`config.mk`:
```
export PLATFORM = sky130hd
export DESIGN_NAME = ahb_read_ctrl
export DESIGN_NICKNAME = d
export VERILOG_FILES = /design/src/rtl/ahb_read_ctrl.sv
export SDC_FILE = /design/constraint.sdc
export NUM_CORES = 1
export LEC_CHECK = 0
export BUFFER_PORTS_ARGS = -buffer_cell sky130_fd_sc_hd__buf_2
export CELL_PAD_IN_SITES_DETAIL_PLACEMENT = 2
export CELL_PAD_IN_SITES_GLOBAL_PLACEMENT = 2
export CORE_MARGIN = 4
export CORE_UTILIZATION = 29
export DETAILED_ROUTE_END_ITERATION = 10
export PLACE_DENSITY_LB_ADDON = 0.1
export RECOVER_POWER = 100
export SKIP_LAST_GASP = 1
export SYNTH_ARGS = -nofsm -noshare
export SYNTH_HDL_FRONTEND = slang
export SYNTH_SLANG_ARGS = --single-unit
```
`constraint.sdc`:
```
create_clock -name hclk -period 1.7 [get_ports hclk]
set_input_delay 0.34 -clock hclk [delete_from_list [all_inputs] [get_ports hclk]]
set_output_delay 0.34 -clock hclk [all_outputs]
set_load 0.01 [all_outputs]
```
`src/rtl/ahb_read_ctrl.sv`:
```
// ahb_read_ctrl
// AHB-Lite slave-side sequencer for an 8-bit read register datapath.
// Captures the address phase, decodes the register select, inserts
// WAIT_STATES hreadyout-low cycles per legal read and strobes the datapath
// so hrdata is loaded just before the final data-phase cycle. Illegal
// transfers get the two-cycle ERROR response and bump a saturating counter.
//
// Ports:
//   hclk, hreset_n   clock, asynchronous active-low reset
//   hsel, htrans     slave select, transfer type (NONSEQ=2, SEQ=3)
//   hwrite, haddr    direction (1 = write), byte address
//   hsize, hready    transfer size (only byte legal), bus-level HREADY
//   hreadyout, hresp slave ready, response (1 = ERROR)
//   read_select      registered register index to the datapath
//   rd_strobe        one-cycle datapath load enable
//   busy             high whenever a data phase is in progress
//   err_count        saturating count of ERROR responses issued
module ahb_read_ctrl #(
  parameter int unsigned WAIT_STATES = 1,
  parameter int unsigned ADDR_W      = 8
) (
  input  logic              hclk,
  input  logic              hreset_n,
  input  logic              hsel,
  input  logic [1:0]        htrans,
  input  logic              hwrite,
  input  logic [ADDR_W-1:0] haddr,
  input  logic [2:0]        hsize,
  input  logic              hready,
  output logic              hreadyout,
  output logic              hresp,
  output logic [1:0]        read_select,
  output logic              rd_strobe,
  output logic              busy,
  output logic [7:0]        err_count
);

  typedef enum logic [2:0] {
    S_IDLE,
    S_WAIT,
    S_DONE,
    S_ERR1,
    S_ERR2
  } state_t;

  localparam logic [3:0] WS = WAIT_STATES[3:0];

  state_t     state, state_nxt;
  logic [3:0] wait_cnt, wait_cnt_nxt;
  logic [1:0] sel_nxt;
  logic [7:0] err_nxt;
  logic       accept;
  logic       legal;

  assign accept = hsel & htrans[1] & hready;
  assign legal  = ~hwrite & (hsize == 3'd0) & (haddr[ADDR_W-1:2] == '0);

  always_ff @(posedge hclk or negedge hreset_n) begin
    if (!hreset_n) begin
      state       <= S_IDLE;
      wait_cnt    <= '0;
      read_select <= '0;
      err_count   <= '0;
    end else begin
      state       <= state_nxt;
      wait_cnt    <= wait_cnt_nxt;
      read_select <= sel_nxt;
      err_count   <= err_nxt;
    end
  end

  always_comb begin
    state_nxt    = state;
    wait_cnt_nxt = wait_cnt;
    sel_nxt      = read_select;
    err_nxt      = err_count;
    case (state)
      // Every state with hreadyout high is a legal address-phase slot,
      // which gives back-to-back pipelining out of DONE and ERR2.
      S_IDLE, S_DONE, S_ERR2: begin
        if (accept) begin
          if (legal) begin
            state_nxt    = S_WAIT;
            wait_cnt_nxt = WS;
            sel_nxt      = haddr[1:0];
          end else begin
            state_nxt = S_ERR1;
          end
        end else begin
          state_nxt = S_IDLE;
        end
      end
      S_WAIT: begin
        wait_cnt_nxt = wait_cnt - 4'd1;
        if (wait_cnt <= 4'd1) state_nxt = S_DONE;
      end
      S_ERR1: begin
        if (err_count != '1) err_nxt = err_count + 8'd1;
        state_nxt = S_ERR2;
      end
      default: state_nxt = S_IDLE;
    endcase
  end

  // Outputs decode only the state/counter flops, never the bus inputs.
  assign hreadyout = (state != S_WAIT) && (state != S_ERR1);
  assign hresp     = (state == S_ERR1) || (state == S_ERR2);
  assign rd_strobe = (state == S_WAIT) && (wait_cnt == 4'd1);
  assign busy      = (state != S_IDLE);

endmodule

```
# Yosys cells after proc, flatten, opt, wreduce, memory -nomap -nowiden
# Index checks and enable logic that the tools add are counted.
classes:
  n_bitwise: 5
  n_eq_ne: 11
  magnitude_cmp: 1
  addsub: 2
  reduce_logical: 12
  mux: 7
op_table:
  columns: ["op", "n"]
  rows:
  - ["case mux 3 bit (3 select lines)", 1]
  - ["adder 8 x 1 -> 8 bit (second input constant)", 1]
  - ["two-way mux 4 bit", 2]
  - ["!= test 8 bit (second input constant)", 1]
  - ["case mux 4 bit (2 select lines)", 1]
  - ["equality test 3 x 2 -> 1 bit (second input constant)", 2]
  - ["logical NOT 3 bit", 2]
  - ["logical NOT 6 bit", 1]
  - ["two-way mux 3 bit", 2]
  - ["!= test 2 bit (second input constant)", 3]
  - ["AND reduction 3 bit", 2]
  - ["AND 1 bit", 4]
  - ["equality test 4 x 1 -> 1 bit (second input constant)", 1]
  - ["less-or-equal comparator 4 x 1 -> 1 bit (second input constant)", 1]
  - ["subtractor 4 x 1 -> 4 bit (second input constant)", 1]
  - ["equality test 3 x 1 -> 1 bit (second input constant)", 1]
  - ["equality test 3 bit (second input constant)", 1]
  - ["!= test 3 x 1 -> 1 bit (second input constant)", 1]
  - ["!= test 3 x 2 -> 1 bit (second input constant)", 1]
  - ["nonzero test 3 bit", 1]
  - ["OR reduction 3 bit", 1]
  - ["logical AND 1 bit", 2]
  - ["two-way mux 2 bit", 1]
  - ["AND reduction 2 bit", 1]
  - ["other kinds (3)", 3]
word_totals:
  out_inout_bits: 14
  inputBits: 18
  register_bits: 17
  word_cells: 42

# Longest topological paths before layout
# Gate-level depths: netlist of the first run.
logic_depth:
  word_depth: 6
  ltp_mapped: 5
  mapped_depth_nobuf: 5

# Worst setup path before layout of the first run
# OpenSTA, ideal clock, no wires.
synth_timing:
  path_kind: "input port to flip-flop"
  startpoint: "input hsize[1]"
  endpoint: "register read_select[0]"
  setup_ns: 0.125
  t_arrival_ns: 1.532
  path_buffers: 0
  stages: 3
  required_ns: 1.575
  path_slack_ns: 0.043
  path_cell_list: "or4_4 and4bb_4 mux2_4"
synth_between:
  elab_chain_cells: 4
synth_rtl:
  columns: ["element", "line_no", "text"]
  rows:
  - ["from (decl)", "28", "input logic [2:0] hsize,"]
  - ["logical NOT 3 bit", "56", "assign legal = ~hwrite & (hsize == 3'd0) & (haddr[ADDR_W-1:2] == '0);"]
  - ["AND 1 bit (2 in series)", "56", null]
  - ["AND reduction 3 bit (no line)", null, null]
  - ["to (signal assigned)", "67", "read_select <= sel_nxt;"]
  - ["to (decl)", "32", "output logic [1:0] read_select,"]
# No other way between the ends.
# A chain may end at the register's enable or synchronous reset.

# Worst setup path after layout of the first run
layout_timing:
  startpoint: "register state[2]"
  endpoint: "register wait_cnt[2]"
layout_between:
  elab_chain_cells: 4
  elab_cells_between_ends: 10
  classes_between: "eq/ne (5); mux (1); reduce/logical (4)"
layout_rtl:
  columns: ["element", "line_no", "text"]
  rows:
  - ["from (decl)", "48", "state_t state, state_nxt;"]
  - ["from (signal assigned)", "65", "state <= state_nxt;"]
  - ["equality test 3 bit, or another cell as far along", "77", "case (state)"]
  - ["OR reduction 3 bit", "77", null]
  - ["!= test 2 bit (no line) / nonzero test 2 bit (equally long branches)", null, null]
  - ["AND reduction 3 bit (no line)", null, null]
  - ["to (signal assigned)", "66", "wait_cnt <= wait_cnt_nxt;"]
  - ["to (decl)", "49", "logic [3:0] wait_cnt, wait_cnt_nxt;"]
# Parallel ways exist; a longest one is shown, timed or not.

==> out/metrics.cfg, run 1 <==
[routing]
postRouteAntennaNets = 0
wl_met2_mm = 1.366
wl_per_cell_um = 15.25
wl_mm = 2.668
viasPerCell = 4.874
drt_iter0_drc = 25
wl_met3_um = 139
drt-met1-wl_mm = 1.130
highest_layer = met4
drc = 0
vias = 853
first_pass_iters = 2

[placed_design]
post-dp-hpwl_mm = 2.085
gp_congestion = 0.7706
io_buffers = 30
place_area_um2 = 1172
dpl.cell_count = 166
dpl_worst_slack_ns = -0.09563

[global_routing]
grt_pass1_vias = 929
grt_pass1_wl_mm = 4.471
antenna_found_initial = 0
gr-total-overflow = 0
grt_max_degree = 18
track_usage_pct = 14.03

[critical_path]
critPathArrivalTime_ns = 1.87
critPathRequiredTime_ns = 1.93
cp_max_fo = 7
critPathKind = flip-flop to flip-flop
cp-start-kind = flip-flop
endpoint_kind = flip-flop

[yosys]
synth_area_um2 = 923.4
synth_top_area_share_pct = 46.07
synth_top_flop_cell = dfrtp_1
ys_warn_count = 0
synth_top_cell_by_area = dfrtp_1
synthCells = 87
syn_nets = 108
synth_cell_type_count = 40
ys_async_sr_fraction_pct = 100.0
synth_edf_count = 0
ys_seq_area_share_pct = 46.07
yosys-top-cells-area = dfrtp_1, ha_1, mux2_2
ys_ff_latch = 17
post_synth.cell_area_avg_um2 = 10.61

[floorplan]
die_w_um = 64.43
die-area_um2 = 4151
core_area_um2 = 3053
die_h_um = 64.43
ios = 32
placementRows = 20
start_util_pct = 30.25

[pwr]
powerDensity_nw_per_um2 = 1127
ir_drop_uv = 488.6
switching_share_pct = 37.35
power_frac_comb_pct = 39.3
leakage_uw = 0.0006173
clockPowerShare_pct = 15.7
p_sw_uw = 527.8
power_frac_seq_pct = 45.0
power.internal_uw = 885.3
total_power_uw = 1413

[timing]
rsz0062_at_grt = yes
finalSetupViolations = 0
hold_viol = 0
setup_tns_ns = 0
setup_ws_ns = 0.06255
skew_ns = 0.004668
max_freq_ghz = 0.6107
maxSlewHeadroom_pct = 36.86
finalCritPeriodShare_pct = 96.32
tightest_slew_ns = 0.9471
period_minus_slack_ns = 1.637
slew_viol_final = 0

[cts]
cts_made_buffers = 3
clock_latency_ns = 0.30
root_buffer = clkbuf_4
cts_buffer_depth = 2
htreeDepth = 1
clk_pin_slew_ns = 0.10
cts_tree = yes
clock-sinks = 17

[final_layout]
fin_cells = 175
layout-drive-gt1-share_pct = 41.98
layout_common_cells = buf_2, dfrtp_1, buf_4
area_growth_syn_to_layout_pct = 35.77
n_antenna_cell = 0
layout_commonest_cell = buf_2
layout.nets = 153
postLayoutCellArea_um2 = 1254

[min_path]
hp-class = input pin to flip-flop

[outcome]
status = completed

[flow_run]
max-cap-violations = 0

through the flow:
stage	hold slack, ns	util [%]
2_1_floorplan	0.04441	-
3_3_place_gp	0.2880	38.40
3_5_place_dp	0.2979	38.40
4_1_cts	0.2631	39.75
5_1_grt	0.2501	41.07
6_report	0.2728	41.07
path summary, 6_finish.rpt:
path                                             from                    endpoint  slack, ns  cells after the start
max                              state[2]$_DFFE_PN0P_     wait_cnt[2]$_DFFE_PN0P_       0.06                      4
min                                          haddr[0]  read_select[0]$_DFFE_PN0P_       0.27                      2
max reg2reg                      state[2]$_DFFE_PN0P_     wait_cnt[2]$_DFFE_PN0P_       0.06                      4
min reg2reg                read_select[0]$_DFFE_PN0P_  read_select[0]$_DFFE_PN0P_       0.52                      1
max in group asynchronous                    hreset_n        state[2]$_DFFE_PN0P_       0.37                      2
min in group asynchronous                    hreset_n        state[0]$_DFFE_PN0P_       0.69                      2
power by group through the flow:
stage | Combinational, µW | Sequential (µW) | Clock (µW)
3_3_place_gp | 489 | 620 | 0
3_5_place_dp | 516 | 636 | 0
2_1_floorplan | 305 | 613 | 0
6_report | 556 | 635 | 222
5_1_grt | 627 | 657 | 263
4_1_cts | 524 | 628 | 234
cell usage after synthesis (2+ instances only):
cell / instances
mux2_4: 2
inv_1: 3
nand2b_1: 2
nand2_1: 8
o21ai_0: 3
nand3_1: 2
nand4_1: 2
ha_1: 3
nor2_1: 2
a31oi_1: 2
o22ai_1: 2
xnor2_1: 3
dfrtp_1: 17
or3_1: 2
o211ai_1: 2
mux2_2: 3
a21oi_1: 3
and3_1: 3
and2_1: 2
area by class of cell:
type / instances / area (µm²)
Tap cell: 44 / 55.05
Inverter: 3 / 11.26
Timing Repair Buffer: 42 / 241.5
Clock buffer: 4 / 26.28
Fill cell: 368 / 1799
Multi-Input combinational cell: 65 / 490.5
Sequential cell: 17 / 429.2
state kept, by name, indices dropped and copies added, names as in the netlist:
register / cells
state: 3
read_select: 2
wait_cnt: 4
err_count: 8
worst max-delay path, cell delays in order, from the launching register on:
cell	delay, ns
dfrtp_2	0.46
buf_4	0.16
or3b_1	0.47
or3_1	0.34
a21oi_1	0.14
metal layers:
metal	GRT usage, %	vias up
li1	-	415
met1	15.78	415
met2	25.52	19
met3	4.159	4
met4	3.958	0
met5	0	-
timing repair:
action,4_1_cts,5_1_grt
buffers inserted,0,4
resized for setup,1,5
hold buffers,1,0
endpoints found under the setup margin,1,2
endpoints found under the hold margin,17,0
pin swaps,0,3
cells by family after synthesis:
logic type,share of synthesized area [%]
xor gates and xnor gates,2.846
DFF,46.07
AOI/OAI and AO/OA,14.09
muxes,6.910
buffers and inverters,2.167
and+or+nand+nor,23.85
adders and majority gates,4.065
Note: power is estimated with default switching activity, not from simulation.
==> run 2, diff against run 1 <==
- ABC_AREA: unset -> 1
- CORE_UTILIZATION: 29 -> 27
==> out/metrics.cfg, run 2 <==
[outcome]
status = completed  ; unchanged

[pwr]
ir_drop_uv = 595.2  ; was 488.6 µV
powerDensity_nw_per_um2 = 1245  ; was 1127 nW/µm²
leakage_uw = 0.0006944  ; was 0.0006173 µW

[floorplan]
placementRows = 21  ; was 20
die_w_um = 68.24  ; was 64.43 µm
die-area_um2 = 4656  ; was 4151 µm²
die_h_um = 68.24  ; was 64.43 µm
ios = 32  ; unchanged
core_area_um2 = 3416  ; was 3053 µm²
start_util_pct = 28.68  ; was 30.25%

[yosys]
synth_cell_type_count = 21  ; was 40
synth_edf_count = 0  ; unchanged
yosys-top-cells-area = dfrtp_1, nand2_1, nor2_1  ; was dfrtp_1, ha_1, mux2_2
synth_area_um2 = 979.7  ; was 923.4 µm²
synth_top_area_share_pct = 43.42  ; was 46.07%
synthCells = 124  ; was 87
synth_top_flop_cell = dfrtp_1  ; unchanged
synth_commonest_cells = nand2_1, dfrtp_1, nor2_1, inv_1, nand3_1  ; was dfrtp_1, nand2_1
post_synth.cell_area_avg_um2 = 7.901  ; was 10.61 µm²
ys_warn_count = 0  ; unchanged
synth_top_cell_by_area = dfrtp_1  ; unchanged
synth_most_common_cell = nand2_1  ; was dfrtp_1
ys_seq_area_share_pct = 43.42  ; was 46.07%
syn_nets = 145  ; was 108
ys_ff_latch = 17  ; unchanged
ys_async_sr_fraction_pct = 100.0  ; unchanged

[critical_path]
worstReg2RegEnd = err_count[7]$_DFFE_PN0P_  ; was wait_cnt[2]$_DFFE_PN0P_
critPathArrivalTime_ns = 1.28  ; was 1.87 ns
critPathRequiredTime_ns = 1.36  ; was 1.93 ns
endpoint_kind = primary output  ; was flip-flop
critPathKind = flip-flop to primary output  ; was flip-flop to flip-flop
cp-start-kind = flip-flop  ; unchanged
r2r-start = err_count[0]$_DFFE_PN0P_  ; was state[2]$_DFFE_PN0P_
reg2reg_slack_ns = 0.31  ; was 0.06 ns
ff2ff_path_depth = 8  ; was 4
cp_max_fo = 8  ; was 7

[cts]
htreeDepth = 1  ; unchanged
clk_pin_slew_ns = 0.10  ; about the same
cts_made_buffers = 3  ; unchanged
clock-sinks = 17  ; unchanged
cts_tree = yes  ; unchanged
root_buffer = clkbuf_4  ; unchanged
clock_latency_ns = 0.29  ; was 0.30 ns
cts_buffer_depth = 2  ; unchanged

[global_routing]
grt_max_degree = 18  ; unchanged
track_usage_pct = 12.32  ; was 14.03%
gr-total-overflow = 0  ; unchanged
antenna_found_initial = 0  ; unchanged
grt_pass1_vias = 932  ; was 929
grt_pass1_wl_mm = 4.271  ; was 4.471 mm

[flow_run]
max-cap-violations = 0  ; unchanged

[routing]
wl_per_cell_um = 12.34  ; was 15.25 µm
first_pass_iters = 4  ; was 2
drt_iter0_drc = 8  ; was 25
viasPerCell = 4.417  ; was 4.874
postRouteAntennaNets = 0  ; unchanged
vias = 910  ; was 853
wl_mm = 2.542  ; was 2.668 mm
drc = 0  ; unchanged

[timing]
period_minus_slack_ns = 1.616  ; was 1.637 ns
rsz0062_at_grt = yes  ; unchanged
slew_viol_final = 0  ; unchanged
maxSlewHeadroom_pct = 34.67  ; was 36.86%
hold_viol = 0  ; unchanged
max_freq_ghz = 0.6188  ; was 0.6107 GHz
tightest_slew_ns = 0.9799  ; was 0.9471 ns
setup_tns_ns = 0  ; unchanged
skew_ns = 0.003570  ; was 0.004668 ns
finalSetupViolations = 0  ; unchanged
finalCritPeriodShare_pct = 95.05  ; was 96.32%
holdWs_ns = 0.2390  ; was 0.2728 ns

[final_layout]
layout_common_cells = nand2_1, buf_2, dfrtp_1  ; was buf_2, dfrtp_1, buf_4
post-route-util_pct = 36.01  ; was 41.07%
area_growth_syn_to_layout_pct = 25.54  ; was 35.77%
layout_commonest_cell = nand2_1  ; was buf_2
n_antenna_cell = 0  ; unchanged
layout-drive-gt1-share_pct = 31.87  ; was 41.98%
largest_register_ffs = 8  ; unchanged
regMostFlops = err_count  ; unchanged
layout.nets = 182  ; was 153
largestRegisters = err_count x8, wait_cnt x4, state x3  ; unchanged

[placed_design]
post-dp-hpwl_mm = 2.084  ; was 2.085 mm
io_buffers = 30  ; unchanged
gp_congestion = 0.7693  ; was 0.7706

[min_path]
worstHoldEndpoint = read_select[0]$_DFFE_PN0P_  ; unchanged
hp-class = input pin to flip-flop  ; unchanged
min_from = haddr[0]  ; unchanged
hold_path_depth = 3  ; was 2

-- run 2: cell count changes in the layout (fill, tap and decap cells not counted), sizes merged, moves of 3 or more --
cell	before	now
nor2	2	17
or2	0	3
inv	3	16
nand2	8	42
buf	40	30
nand3	2	10
mux2	5	0
xor2	0	3
and3	3	0
-- run 2: layout make-up --
| cell class | instances | area [µm²] |
|---|---|---|
| tap | 46 | 57.56 |
| sequential | 17 | 425.4 |
| clock buffer | 4 | 26.28 |
| inverter | 16 | 65.06 |
| multi-input combinational | 91 | 489.2 |
| fill | 423 | 2186 |
| timing repair buffer | 32 | 166.4 |
-- run 2: how the worst max path moves through the flow --
stage | slack, ns | start | end
finish | 0.08 | state[1]$_DFFE_PN0P_ | rd_strobe
global route | -0.03 | state[2]$_DFFE_PN0P_ | hresp
CTS | 0.04 | state[1]$_DFFE_PN0P_ | rd_strobe
detailed placement | 0.29 | err_count[0]$_DFFE_PN0P_ | err_count[7]$_DFFE_PN0P_
global placement | 0.32 | err_count[0]$_DFFE_PN0P_ | err_count[7]$_DFFE_PN0P_
floorplan | 0.39 | err_count[0]$_DFFE_PN0P_ | err_count[7]$_DFFE_PN0P_
-- run 2: metrics by stage --
stage / instance area, µm² / worst slack, ns / power (µW) / cells
final: 1230 / 0.08408 / 1531 / 206
after global routing: 1230 / -0.03443 / 1698 / 206
after CTS: 1224 / 0.04137 / 1564 / 205
after detailed placement: 1187 / 0.2937 / 1332 / 200
after global placement: 1187 / 0.3155 / 1283 / 200
after floorplan: 979.7 / 0.3916 / 1094 / 124
-- run 2: cell families after synthesis --
group                    count (synthesis)  synth area share (%)
flip-flops                              17                 43.42
buffers and inverters                   16                 6.642
AND/OR/NAND/NOR                         75                 36.01
XOR/XNOR                                 7                 6.258
AO/OA/AOI/OAI                            6                 3.831
adder cells (fa/ha/maj)                  3                 3.832
-- run 2: routing by layer --
metal	track usage [%]	wire length (µm)	vias to the layer above
met2	20.70	1276	19
met5	0	0	-
met3	3.941	134	2
met4	2.978	13	0
met1	15.22	1117	433
li1	-	-	456
-- run 2: where the power goes --
part	internal [µW]	switching [µW]	total [µW]
sequential	519	119	639
clock	91.2	127	218
combinational	276	398	674
-- run 2: critical path, cell delays in order, from the launching register on --
cell     delay (ns)
dfrtp_1        0.41
inv_2          0.13
nand3_2        0.19
nor2_1         0.13
buf_2          0.14
-- run 2: what timing repair did --
action,in CTS,in global routing
endpoints found under the setup margin,2,2
resized for setup,1,0
setup buffers,0,1
endpoints found under the hold margin,17,0
hold buffers,1,0
